===== config.mk =====
export PLATFORM = sky130hd
export DESIGN_NAME = ecall_console
export DESIGN_NICKNAME = d
export VERILOG_FILES = /design/src/rtl/ecall_pkg.sv /design/src/rtl/ecall_uart_tx.sv /design/src/rtl/ecall_console.sv
export SDC_FILE = /design/constraint.sdc
export NUM_CORES = 1
export LEC_CHECK = 0
export BUFFER_PORTS_ARGS = -buffer_cell sky130_fd_sc_hd__clkbuf_2
export CELL_PAD_IN_SITES_DETAIL_PLACEMENT = 0
export CELL_PAD_IN_SITES_GLOBAL_PLACEMENT = 2
export CORE_UTILIZATION = 38
export DETAILED_ROUTE_END_ITERATION = 10
export PLACE_DENSITY_LB_ADDON = 0.3
export SETUP_SLACK_MARGIN = 0.02
export SLEW_MARGIN = 20
export SYNTH_ARGS = -nofsm -noshare
export SYNTH_HDL_FRONTEND = slang
export SYNTH_SLANG_ARGS = --single-unit

===== constraint.sdc =====
create_clock -name clk -period 3.2 [get_ports clk]
set_clock_uncertainty 0.05 [all_clocks]
set_input_delay 0.16 -clock clk [delete_from_list [all_inputs] [get_ports clk]]
set_output_delay 0.16 -clock clk [all_outputs]
set_load 0.01 [all_outputs]

===== src/rtl/ecall_pkg.sv =====
// ecall_pkg: syscall codes, console FSM states and the hex-digit helper
//   SYS_EXIT / SYS_PUTC / SYS_PUTHEX : values of a0 selecting the call
//   state_t                          : console FSM states
//   nibble_to_ascii                  : 4-bit value -> uppercase ASCII hex digit
package ecall_pkg;

    localparam logic [31:0] SYS_EXIT   = 32'd0;
    localparam logic [31:0] SYS_PUTC   = 32'd1;
    localparam logic [31:0] SYS_PUTHEX = 32'd2;

    typedef enum logic [1:0] {
        ST_IDLE,
        ST_HEX,
        ST_DRAIN,
        ST_HALTED
    } state_t;

    function automatic logic [7:0] nibble_to_ascii(input logic [3:0] n);
        return (n < 4'd10) ? 8'h30 + {4'h0, n} : 8'h37 + {4'h0, n};
    endfunction

endpackage


===== src/rtl/ecall_uart_tx.sv =====
// ecall_uart_tx: 8N1 serializer, LSB first, line idles high
//   clk, reset : clock, asynchronous active-low reset
//   i_data     : byte to send
//   i_valid    : i_data is available
//   o_ready    : serializer idle; o_ready && i_valid loads i_data at the edge
//   o_tx       : serial line
module ecall_uart_tx #(
    parameter int CLKS_PER_BIT = 4
) (
    input  logic       clk,
    input  logic       reset,
    input  logic [7:0] i_data,
    input  logic       i_valid,
    output logic       o_ready,
    output logic       o_tx
);

    localparam int CW = $clog2(CLKS_PER_BIT + 1);

    logic          r_busy;
    logic [9:0]    r_shift;
    logic [3:0]    r_bit;
    logic [CW-1:0] r_clk;
    logic          w_bit_end;

    assign w_bit_end = r_clk == CW'(CLKS_PER_BIT - 1);
    assign o_ready   = !r_busy;
    // ones are shifted in behind the frame, so the line is already high
    // when the stop bit ends; reset forces it high without waiting for clk
    assign o_tx      = !r_busy || r_shift[0];

    always_ff @(posedge clk or negedge reset) begin
        if (!reset) begin
            r_busy  <= 1'b0;
            r_shift <= '1;
            r_bit   <= '0;
            r_clk   <= '0;
        end else if (!r_busy) begin
            if (i_valid) begin
                r_busy  <= 1'b1;
                r_shift <= {1'b1, i_data, 1'b0};
                r_bit   <= '0;
                r_clk   <= '0;
            end
        end else if (w_bit_end) begin
            r_clk   <= '0;
            r_shift <= {1'b1, r_shift[9:1]};
            r_bit   <= r_bit + 4'd1;
            r_busy  <= r_bit != 4'd9;
        end else begin
            r_clk <= r_clk + 1'b1;
        end
    end

endmodule


===== src/rtl/ecall_console.sv =====
// ecall_console: ECALL handler (exit / putc / puthex) with byte FIFO and UART TX
//   clk, reset     : clock, asynchronous active-low reset
//   ecall_sig      : current instruction is ECALL
//   reg_a0, reg_a1 : syscall code and argument
//   stall          : hold PC and suppress writeback this cycle
//   halt           : program exited, sticky until reset
//   exit_code      : a1 captured by the exit call
//   uart_tx        : serial console output
module ecall_console
    import ecall_pkg::*;
#(
    parameter int DEPTH        = 8,
    parameter int CLKS_PER_BIT = 4
) (
    input  logic        clk,
    input  logic        reset,
    input  logic        ecall_sig,
    input  logic [31:0] reg_a0,
    input  logic [31:0] reg_a1,
    output logic        stall,
    output logic        halt,
    output logic [31:0] exit_code,
    output logic        uart_tx
);

    localparam int AW = $clog2(DEPTH);

    state_t      r_state;
    state_t      w_next;
    logic [7:0]  r_mem [DEPTH];
    logic [AW:0] r_wptr;
    logic [AW:0] r_rptr;
    logic [31:0] r_hex;
    logic [2:0]  r_cnt;
    logic [31:0] r_exit;
    logic        w_full;
    logic        w_empty;
    logic        w_push;
    logic        w_pop;
    logic        w_ready;
    logic [7:0]  w_byte;

    assign w_empty   = r_wptr == r_rptr;
    assign w_full    = (r_wptr[AW] != r_rptr[AW]) && (r_wptr[AW-1:0] == r_rptr[AW-1:0]);
    assign w_pop     = w_ready && !w_empty;
    assign halt      = r_state == ST_HALTED;
    assign exit_code = r_exit;

    always_comb begin
        w_next = r_state;
        stall  = 1'b0;
        w_push = 1'b0;
        w_byte = reg_a1[7:0];
        case (r_state)
            ST_IDLE: begin
                if (ecall_sig && reg_a0 == SYS_PUTC) begin
                    w_push = !w_full;
                    stall  = w_full;
                end else if (ecall_sig && reg_a0 == SYS_PUTHEX) begin
                    stall  = 1'b1;
                    w_next = ST_HEX;
                end else if (ecall_sig && reg_a0 == SYS_EXIT) begin
                    stall  = 1'b1;
                    w_next = ST_DRAIN;
                end
            end
            ST_HEX: begin
                // the cycle pushing the last digit retires the ECALL
                w_byte = nibble_to_ascii(r_hex[31:28]);
                w_push = !w_full;
                stall  = !(r_cnt == 3'd7 && !w_full);
                w_next = (r_cnt == 3'd7 && !w_full) ? ST_IDLE : ST_HEX;
            end
            ST_DRAIN: begin
                stall  = 1'b1;
                w_next = (w_empty && w_ready) ? ST_HALTED : ST_DRAIN;
            end
            default: stall = 1'b1;
        endcase
    end

    always_ff @(posedge clk or negedge reset) begin
        if (!reset) r_state <= ST_IDLE;
        else r_state <= w_next;
    end

    always_ff @(posedge clk or negedge reset) begin
        if (!reset) begin
            r_wptr <= '0;
            r_rptr <= '0;
            r_hex  <= '0;
            r_cnt  <= '0;
            r_exit <= '0;
        end else begin
            if (w_push) r_wptr <= r_wptr + 1'b1;
            if (w_pop) r_rptr <= r_rptr + 1'b1;
            if (r_state == ST_IDLE && ecall_sig && reg_a0 == SYS_PUTHEX) begin
                r_hex <= reg_a1;
                r_cnt <= '0;
            end else if (r_state == ST_HEX && w_push) begin
                r_hex <= r_hex << 4;
                r_cnt <= r_cnt + 3'd1;
            end
            if (r_state == ST_IDLE && ecall_sig && reg_a0 == SYS_EXIT) r_exit <= reg_a1;
        end
    end

    // storage needs no reset: the pointers define what is valid
    always_ff @(posedge clk) begin
        if (w_push) r_mem[r_wptr[AW-1:0]] <= w_byte;
    end

    ecall_uart_tx #(
        .CLKS_PER_BIT(CLKS_PER_BIT)
    ) u_tx (
        .clk    (clk),
        .reset  (reset),
        .i_data (r_mem[r_rptr[AW-1:0]]),
        .i_valid(!w_empty),
        .o_ready(w_ready),
        .o_tx   (uart_tx)
    );

endmodule

# Word-level counts from Yosys, hierarchy flattened
# Memory sizes are Yosys's and may differ from the RTL's.
# Index checks and enable logic that the tools add are counted.
[word_totals]
register_bits = 95
ram_bits = 64
in_bits = 67
out_inout_bits = 35
wordCells = 88
memories = 1
[memory_table]
columns = ["memory", "words", "word_bits", "rd", "rd_clocked_by_memory_dff", "write_ports", "line_no", "rtl"]
rows = [
  ["r_mem", 8, 8, 1, 0, 1, "ecall_console.sv:30", "logic [7:0] r_mem [DEPTH];"],
]
[classes]
add_sub_neg = 7
order_cmp = 1
eq_ne = 15
mux = 32
reduce_logical = 22
[op_table]
columns = ["op", "count"]
rows = [
  ["$mux W32", 2],
  ["$eq A32 B1 Y1 const B", 1],
  ["$eq A32 B2 Y1 const B", 1],
  ["$logic_not A32 Y1", 1],
  ["$mux W10", 3],
  ["$mux W3", 5],
  ["$add A6 B4 Y7 const A", 2],
  ["$add A4 B1 Y4 const B", 3],
  ["$mux W4", 3],
  ["$logic_and A1 B1 Y1", 11],
  ["$mux W1", 11],
  ["$mux W8", 1],
  ["$mux W7", 1],
  ["$add A3 B1 Y3 const B", 2],
  ["$mux W2", 3],
  ["$pmux W2 S3", 1],
  ["$eq A2 B2 Y1 const B", 2],
  ["$eq A4 B4 Y1", 1],
  ["$logic_not A1 Y1", 4],
  ["$lt A4 B4 Y1 const B", 1],
  ["$ne A2 B2 Y1 const B", 2],
  ["$ne A4 B4 Y1 const B", 1],
  ["$pmux W1 S2", 2],
  ["$eq A3 B2 Y1 const B", 1],
  ["other kinds (12)", 12],
]

# Logic depth before layout (Yosys ltp)
# Gate-level depths: netlist (run 1).
[depth]
word_depth = 8
depth_mapped = 8

# Cells and area by module
# Synthesis (run 1) repeated with hierarchy kept, for this count alone.
[hier_totals]
hier_cells = 507
area_unflattened_um2 = 7185.6
[modules_own_cells]
columns = ["module", "instances", "cells_each", "area_each_um2", "seq_area_each_um2"]
rows = [
  ["ecall_console", 1, 435, 6246.0, 3848.7],
  ["ecall_uart_tx", 1, 72, 939.7, 436.7],
]

# Worst setup path after synthesis (run 1)
# Ideal clock, no wire load.
[synth_path]
path_kind = "reg-to-reg"
from = "register r_state[1]"
to = "memory r_mem[0][0], enable pin"
setup_ps = 395
t_arrival_ps = 2117
setup_slack_ps = 638
path_stages_with_launch = 8
n_path_buf = 1
cell_sequence = "dfrtp_1 -> inv_1 -> ha_1 -> clkbuf_1 -> inv_1 -> o41ai_4 -> nand2_4 -> nor4_1"
[synth_between]
elab_chain_cells = 4
elab_cells_between_ends = 5
cone_classes = "1 x eq/ne; 3 x mux; 1 x reduce/logical"
[synth_lines]
columns = ["item", "line_no", "rtl"]
rows = [
  ["from (decl)", "ecall_console.sv:28", "state_t r_state;"],
  ["from (signal assigned)", "ecall_console.sv:84", "else r_state <= w_next;"],
  ["$eq A2 B1 Y1 / $logic_not A2 Y1 (equally long branches)", "ecall_console.sv:54", "case (r_state)"],
  ["$pmux W1 S2 *", "ecall_console.sv:54", ""],
  ["$mux W1 *", "ecall_console.sv:110", "if (w_push) r_mem[r_wptr[AW-1:0]] <= w_byte;"],
  ["$mux W1 (implied by the code) *", "ecall_console.sv:110", ""],
  ["to (decl)", "ecall_console.sv:30", ""],
]
# Mark *: on every way between the ends. The rest lies on a longest branch, timed or not.

# Worst setup path in the final report (run 1)
[layout_path]
from = "register r_state[1]"
to = "register r_exit[21] (netlist: exit_code[21])"
[layout_between]
elab_chain_cells = 3
[layout_lines]
columns = ["item", "line_no", "rtl"]
rows = [
  ["$logic_not A2 Y1", "ecall_console.sv:104", "if (r_state == ST_IDLE && ecall_sig && reg_a0 == SYS_EXIT) r_exit <= reg_a1;"],
  ["$logic_and A1 B1 Y1 (2 in a row)", "ecall_console.sv:104", ""],
  ["to (signal assigned)", "ecall_console.sv:104", ""],
  ["to (decl)", "ecall_console.sv:35", "logic [31:0] r_exit;"],
]
# Every way passes these cells.
# A chain may end at the register's enable or synchronous reset.

==> results.toml, run 1 <==
[synthesis]
yosys_warnings = 0
synth-seq-cells = 158
syn_avg_cell_area_um2 = 14.0
synth_nets = 599
synth-edff-count = 64
synth.distinct_cells = 53
ys_seq_area_frac = 0.591
synth_ff_type = "dfrtp_1"
synth_async_sr_flop_share = 0.595
synth_cells = 520
syn_area_um2 = 7250

[sta]
worst_slack_ns = 0.776
setup_viol = 0
tns_ns = 0
maxSlewViolCount = 0
finalHoldViolations = 0
relSlewSlack = 0.350
post-route-period-util = 0.757
rsz0062_at_grt = "no"
period_minus_slack_ns = 2.42
max_freq_mhz = 413
worstMarginPinSlew_ns = 0.975

[grt]
top_usage_layer = "met2"
overflow = 0
grt_pass1_wl_um = 23800
use_met3 = 0.0359
grt_max_degree = 62
grt_pass1_vias = 4781
met1_usage = 0.190
grt_use_total = 0.156
antenna_found_initial = 0
use_met2 = 0.271

[detailed_routing]
drt_iter0_markers = 148
wl_um = 14200
ant_nets = 0
drc_errors = 0
avgRoutedWirePerCell_um = 15.6
first_pass_iters = 4
vias_per_cell = 4.95
vias = 4504

[cts]
cts-htree-levels = 4
clockRootBuffer = "clkbuf_16"
cts_setup_buffers = 0
cts_buffers = 17
insertion_delay_ns = 0.42
clk_pin_slew_ns = 0.06
cts_tree = "built"
clock_sinks = 158
clock_tree.buffer_depth = 2

[setup_path]
worst-path-buf-inv = 2
path_class = "reg2reg"
slowest_stage = "nand2b_2"
crit_chain = "inv_1 > ha_1 > inv_1 > nor4_1 > nand2b_2 > mux2_1"
endpoint_kind = "flop"
r2r_slack_ns = 0.78
critical_path.top_delay_family = "simple AND/OR/NAND/NOR gates"
crit_path_max_incr_delay_ns = 0.51
cp.arrival_ns = 2.67
regToRegEndpoint = "exit_code[21]"
cp.required_ns = 3.45
path_max_fanout = 32
reg2reg_from = "r_state[1]"
start_kind = "flop"
critPathMostFrequentCell = "inv_1"
reg2reg_depth = 6

[cells_and_area]
stdcell_count = 909
drive_above_1_share = 0.375
final_area_um2 = 8920
diodes = 0
nets = 741
nFillCells = 1625
area_growth_pct = 22.9

[min_path]
hold_path_class = "in2reg"
holdPathStages = 4
holdPathEnd = "r_state[1]"
min_from = "reg_a0[1]"

[flow_run]
cap_violations = 0

[power]
finalPower_w = 0.00434
ir_worst_vdd_uv = 393
power.density_nw_per_um2 = 487
p_leak_nw = 3.82

[place]
dp_cells = 844
dpl-instance-area_um2 = 8000
post-place-ws_ns = 0.758
dp_hpwl_um = 9860
portBuffers = 101
gp_congestion = 0.753

[floorplan]
coreArea_um2 = 18700
initial_core_util = 0.388
dieWidth_um = 140
ios = 102
fp.dieH_um = 140
fp-row-count = 50
dieArea_um2 = 19600

[status]
status = "finished, final reports clean"
==> synthesized netlist by cell type (10+ instances only) <==
library cell  number  share of area
a21oi_1           14         0.0097
mux2i_1           37          0.051
ha_1              12          0.021
xnor2_1           10          0.012
nor2_2            28          0.024
dfrtp_1           85           0.29
mux2_1            30          0.047
a21oi_2           28          0.034
edfxtp_1          64           0.26
mux4_2            16          0.050
nand2_1           37          0.019
o21ai_0           13         0.0090
nor4_1            10         0.0086
nor2_1            18         0.0093
inv_1             13         0.0067
==> per-stage QoR <==
step	util	hold slack, ns
after floorplan	-	-0.186
after global placement	0.428	0.194
after detailed placement	0.428	0.207
after CTS	0.477	0.207
after global routing	0.477	0.250
final	0.477	0.228
==> flip-flops by register name, indices dropped and copies added, names as in the netlist <==
signal,flops
exit_code,32
r_cnt,3
r_hex,32
r_mem,64
r_rptr,4
r_state,2
r_wptr,4
u_tx.r_bit,4
u_tx.r_busy,1
u_tx.r_clk,3
u_tx.r_shift,9
==> metal layers <==
layer / vias up / wire length (µm)
li1: 2176 / -
met1: 2241 / 6460
met2: 73 / 7130
met3: 14 / 396
met4: 0 / 200
met5: - / 0
==> power by group <==
group          internal [W]  switching, W
sequential          0.00217     0.0000194
clock               0.00119      0.000800
combinational     0.0000781     0.0000875
total               0.00344      0.000907
==> cell families (layout without fill, tap and decap cells) <==
| family | Yosys count | count (layout) | synth area share |
|---|---|---|---|
| mux | 89 | 89 | 0.157 |
| simple gates | 137 | 137 | 0.111 |
| fa+ha+maj | 12 | 12 | 0.0207 |
| buf+inv | 41 | 196 | 0.0326 |
| flops | 158 | 158 | 0.591 |
| xor+xnor | 14 | 14 | 0.0169 |
| compound gates | 69 | 69 | 0.0712 |
==> repair_timing <==
action / 4_1_cts / 5_1_grt
hold endpoints to repair: 103 / 0
resized for setup: 0 / 0
hold buffers: 33 / 0
setup endpoints to repair: 0 / 0
==> cells in the final DEF (no fill, tap or decap), types with 14 or more instances in the layout <==
| master | count |
|---|---|
| buf_4 | 18 |
| clkbuf_16 | 19 |
| nand2_1 | 37 |
| mux2_1 | 30 |
| a21oi_1 | 14 |
| mux2i_1 | 37 |
| mux4_2 | 16 |
| a21oi_2 | 28 |
| dlygate4sd3_1 | 33 |
| nor2_1 | 18 |
| nor2_2 | 28 |
| dfrtp_1 | 85 |
| edfxtp_1 | 64 |
| clkbuf_2 | 100 |
==> worst max path at each step <==
stage | start | end | slack (ns) | cells after the start
after floorplan | r_state[1] | r_mem[0][0] | 0.64 | 7
after global placement | r_state[0] | exit_code[28] | 0.87 | 6
after detailed placement | r_state[1] | exit_code[20] | 0.76 | 6
after CTS | r_state[1] | exit_code[20] | 0.75 | 6
after global routing | r_state[1] | exit_code[28] | 0.57 | 6
final | r_state[1] | exit_code[21] | 0.78 | 6
==> worst register-to-register path, delay by kind of cell (launching register included) <==
family / cells / cell delay (ns)
adders and majority gates: 1 / 0.24
and+or+nand+nor: 2 / 0.86
DFF: 1 / 0.40
muxes: 1 / 0.53
buffers and inverters: 2 / 0.21
==> layout make-up <==
class                   count  area, µm²  share of cell area
clock buffers              25        508              0.0570
clock inverters             7       76.3             0.00856
inverters                  13       48.8             0.00547
multi-input cells         321       2740               0.307
flip-flops and latches    158       4290               0.481
well taps                 234        293              0.0328
repair buffers            151        966               0.108
No activity file was read; power rests on OpenSTA's default activity.
==> inputs of run 2 (changes only) <==
Clock period 3.2 ns to 2.33 ns, I/O delays scaled along.
==> run 2 against run 1 <==
Via count is 1.3% higher. Flip-flop and latch count did not move. Utilization grew 0.92 points. Global-route usage is 1.4 points higher. Final cell count increased by 1.5%. Sequential share of layout area fell by 0.91 points. Combinational power is 45% higher. Design area rose by 1.9%. Setup slack worse by 0.59 ns. Register-to-register slack worse by 0.59 ns. Critical path depth is 2 higher. Largest power group unchanged.
==> results.toml, run 2 (synthesis gave the netlist of run 1 again) <==
[detailed_routing]
drc_errors = 0
route.met2.wl_um = 7550
vias_per_cell = 4.94
routed-wl-met3_um = 708
ant_nets = 0
vias = 4564
avgRoutedWirePerCell_um = 16.5
drt_iter0_markers = 230
wl_met1_um = 6790
first_pass_iters = 4
routed.top_layer = "met4"
wl_um = 15200

[power]
ir_worst_vdd_uv = 599
finalPower_w = 0.00596
p_leak_nw = 3.92
power.density_nw_per_um2 = 656

[cells_and_area]
final_area_um2 = 9090
area_growth_pct = 25.3
drive_above_1_share = 0.402
nets = 756
final_common_cell = "clkbuf_2"
layout_common_cells = "100 x clkbuf_2, 85 x dfrtp_1, 64 x edfxtp_1"
largest_reg_flops = 64
diodes = 0

[grt]
grt_pass1_vias = 4931
overflow = 0
grt_max_degree = 62
grt_pass1_wl_um = 25600
antenna_found_initial = 0
grt_use_total = 0.171

[cts]
cts_buffers = 17
cts_tree = "built"
insertion_delay_ns = 0.42
clock_sinks = 158
cts-htree-levels = 4
clock_tree.buffer_depth = 2
clockRootBuffer = "clkbuf_16"
clk_pin_slew_ns = 0.06

[floorplan]
dieArea_um2 = 19600
ios = 102
initial_core_util = 0.388
fp-row-count = 50
dieWidth_um = 140
fp.dieH_um = 140
coreArea_um2 = 18700

[setup_path]
endpoint_kind = "flop"
path_class = "reg2reg"
cp.required_ns = 2.40
start_kind = "flop"
path_max_fanout = 9
cp.arrival_ns = 2.22

[sta]
max_freq_mhz = 466
finalHoldViolations = 0
setup_viol = 0
maxSlewViolCount = 0
period_minus_slack_ns = 2.15
rsz0062_at_grt = "no"
worstMarginPinSlew_ns = 0.645
post-route-period-util = 0.922
relSlewSlack = 0.569

[min_path]
hold_path_class = "in2async"

[place]
dpl-instance-area_um2 = 8130
gp_congestion = 0.815
portBuffers = 101
dp_hpwl_um = 10700

[status]
status = "finished, final reports clean"

[flow_run]
cap_violations = 0
run 2: power breakdown:
group          total [W]  internal [W]  switching (W)
combinational   0.000240      0.000113       0.000128
clock            0.00272       0.00160        0.00112
sequential       0.00301       0.00298      0.0000275
run 2: repair_timing:
action,CTS,global route
setup endpoints to repair,1,57
hold buffers,33,0
buffers inserted,1,0
gates resized for setup,3,5
gates cloned,0,0
pin swaps,1,1
hold endpoints to repair,105,0
run 2: routing by layer:
metal | vias to the layer above | track usage
met5 | - | 0
met1 | 2228 | 0.220
met4 | 0 | 0.0544
li1 | 2216 | -
met2 | 110 | 0.281
met3 | 10 | 0.0438
run 2: critical path: stages (launching register included):
cell and delay, ns:
dfrtp_1 0.42, inv_2 0.10, ha_4 0.16, nand3b_1 0.11
o41ai_4 0.25, buf_4 0.19, nand2_4 0.11, nor4b_2 0.23
buf_4 0.22
run 2: cell type report:
class                   count  area (µm²)
clock buffers              19         475
well taps                 234         293
inverters                  13        48.8
flip-flops and latches    158        4290
multi-input cells         321        2770
repair buffers            166        1110
fillers                  1668        9620
clock inverters            12         105
run 2: worst paths after layout:
| path | from | to | slack (ns) | cells after the start |
|---|---|---|---|---|
| setup / recovery | r_state[0] | r_mem[1][2] | 0.18 | 8 |
| hold / removal | reset | u_tx.r_clk[1] | 0.19 | 2 |
| setup reg to reg | r_state[0] | r_mem[1][2] | 0.18 | 8 |
| hold reg to reg | u_tx.r_shift[3] | u_tx.r_shift[3] | 0.43 | 2 |
| max in group asynchronous | reset | u_tx.r_shift[4] | 1.31 | 3 |
| min in group clk | reg_a0[1] | r_cnt[1] | 0.20 | 5 |
run 2: metrics by stage:
| stage | cells | setup WS (ns) | hold WS [ns] | setup TNS, ns | utilization |
|---|---|---|---|---|---|
| after floorplan | 520 | -0.232 | -0.229 | -7.42 | - |
| after global routing | 923 | 0.0382 | 0.211 | 0 | 0.486 |
| final | 923 | 0.182 | 0.193 | 0 | 0.486 |
| after detailed placement | 858 | 0.0996 | 0.121 | 0 | 0.435 |
| after global placement | 858 | 0.162 | 0.113 | 0 | 0.435 |
| after CTS | 923 | 0.0296 | 0.180 | 0 | 0.484 |
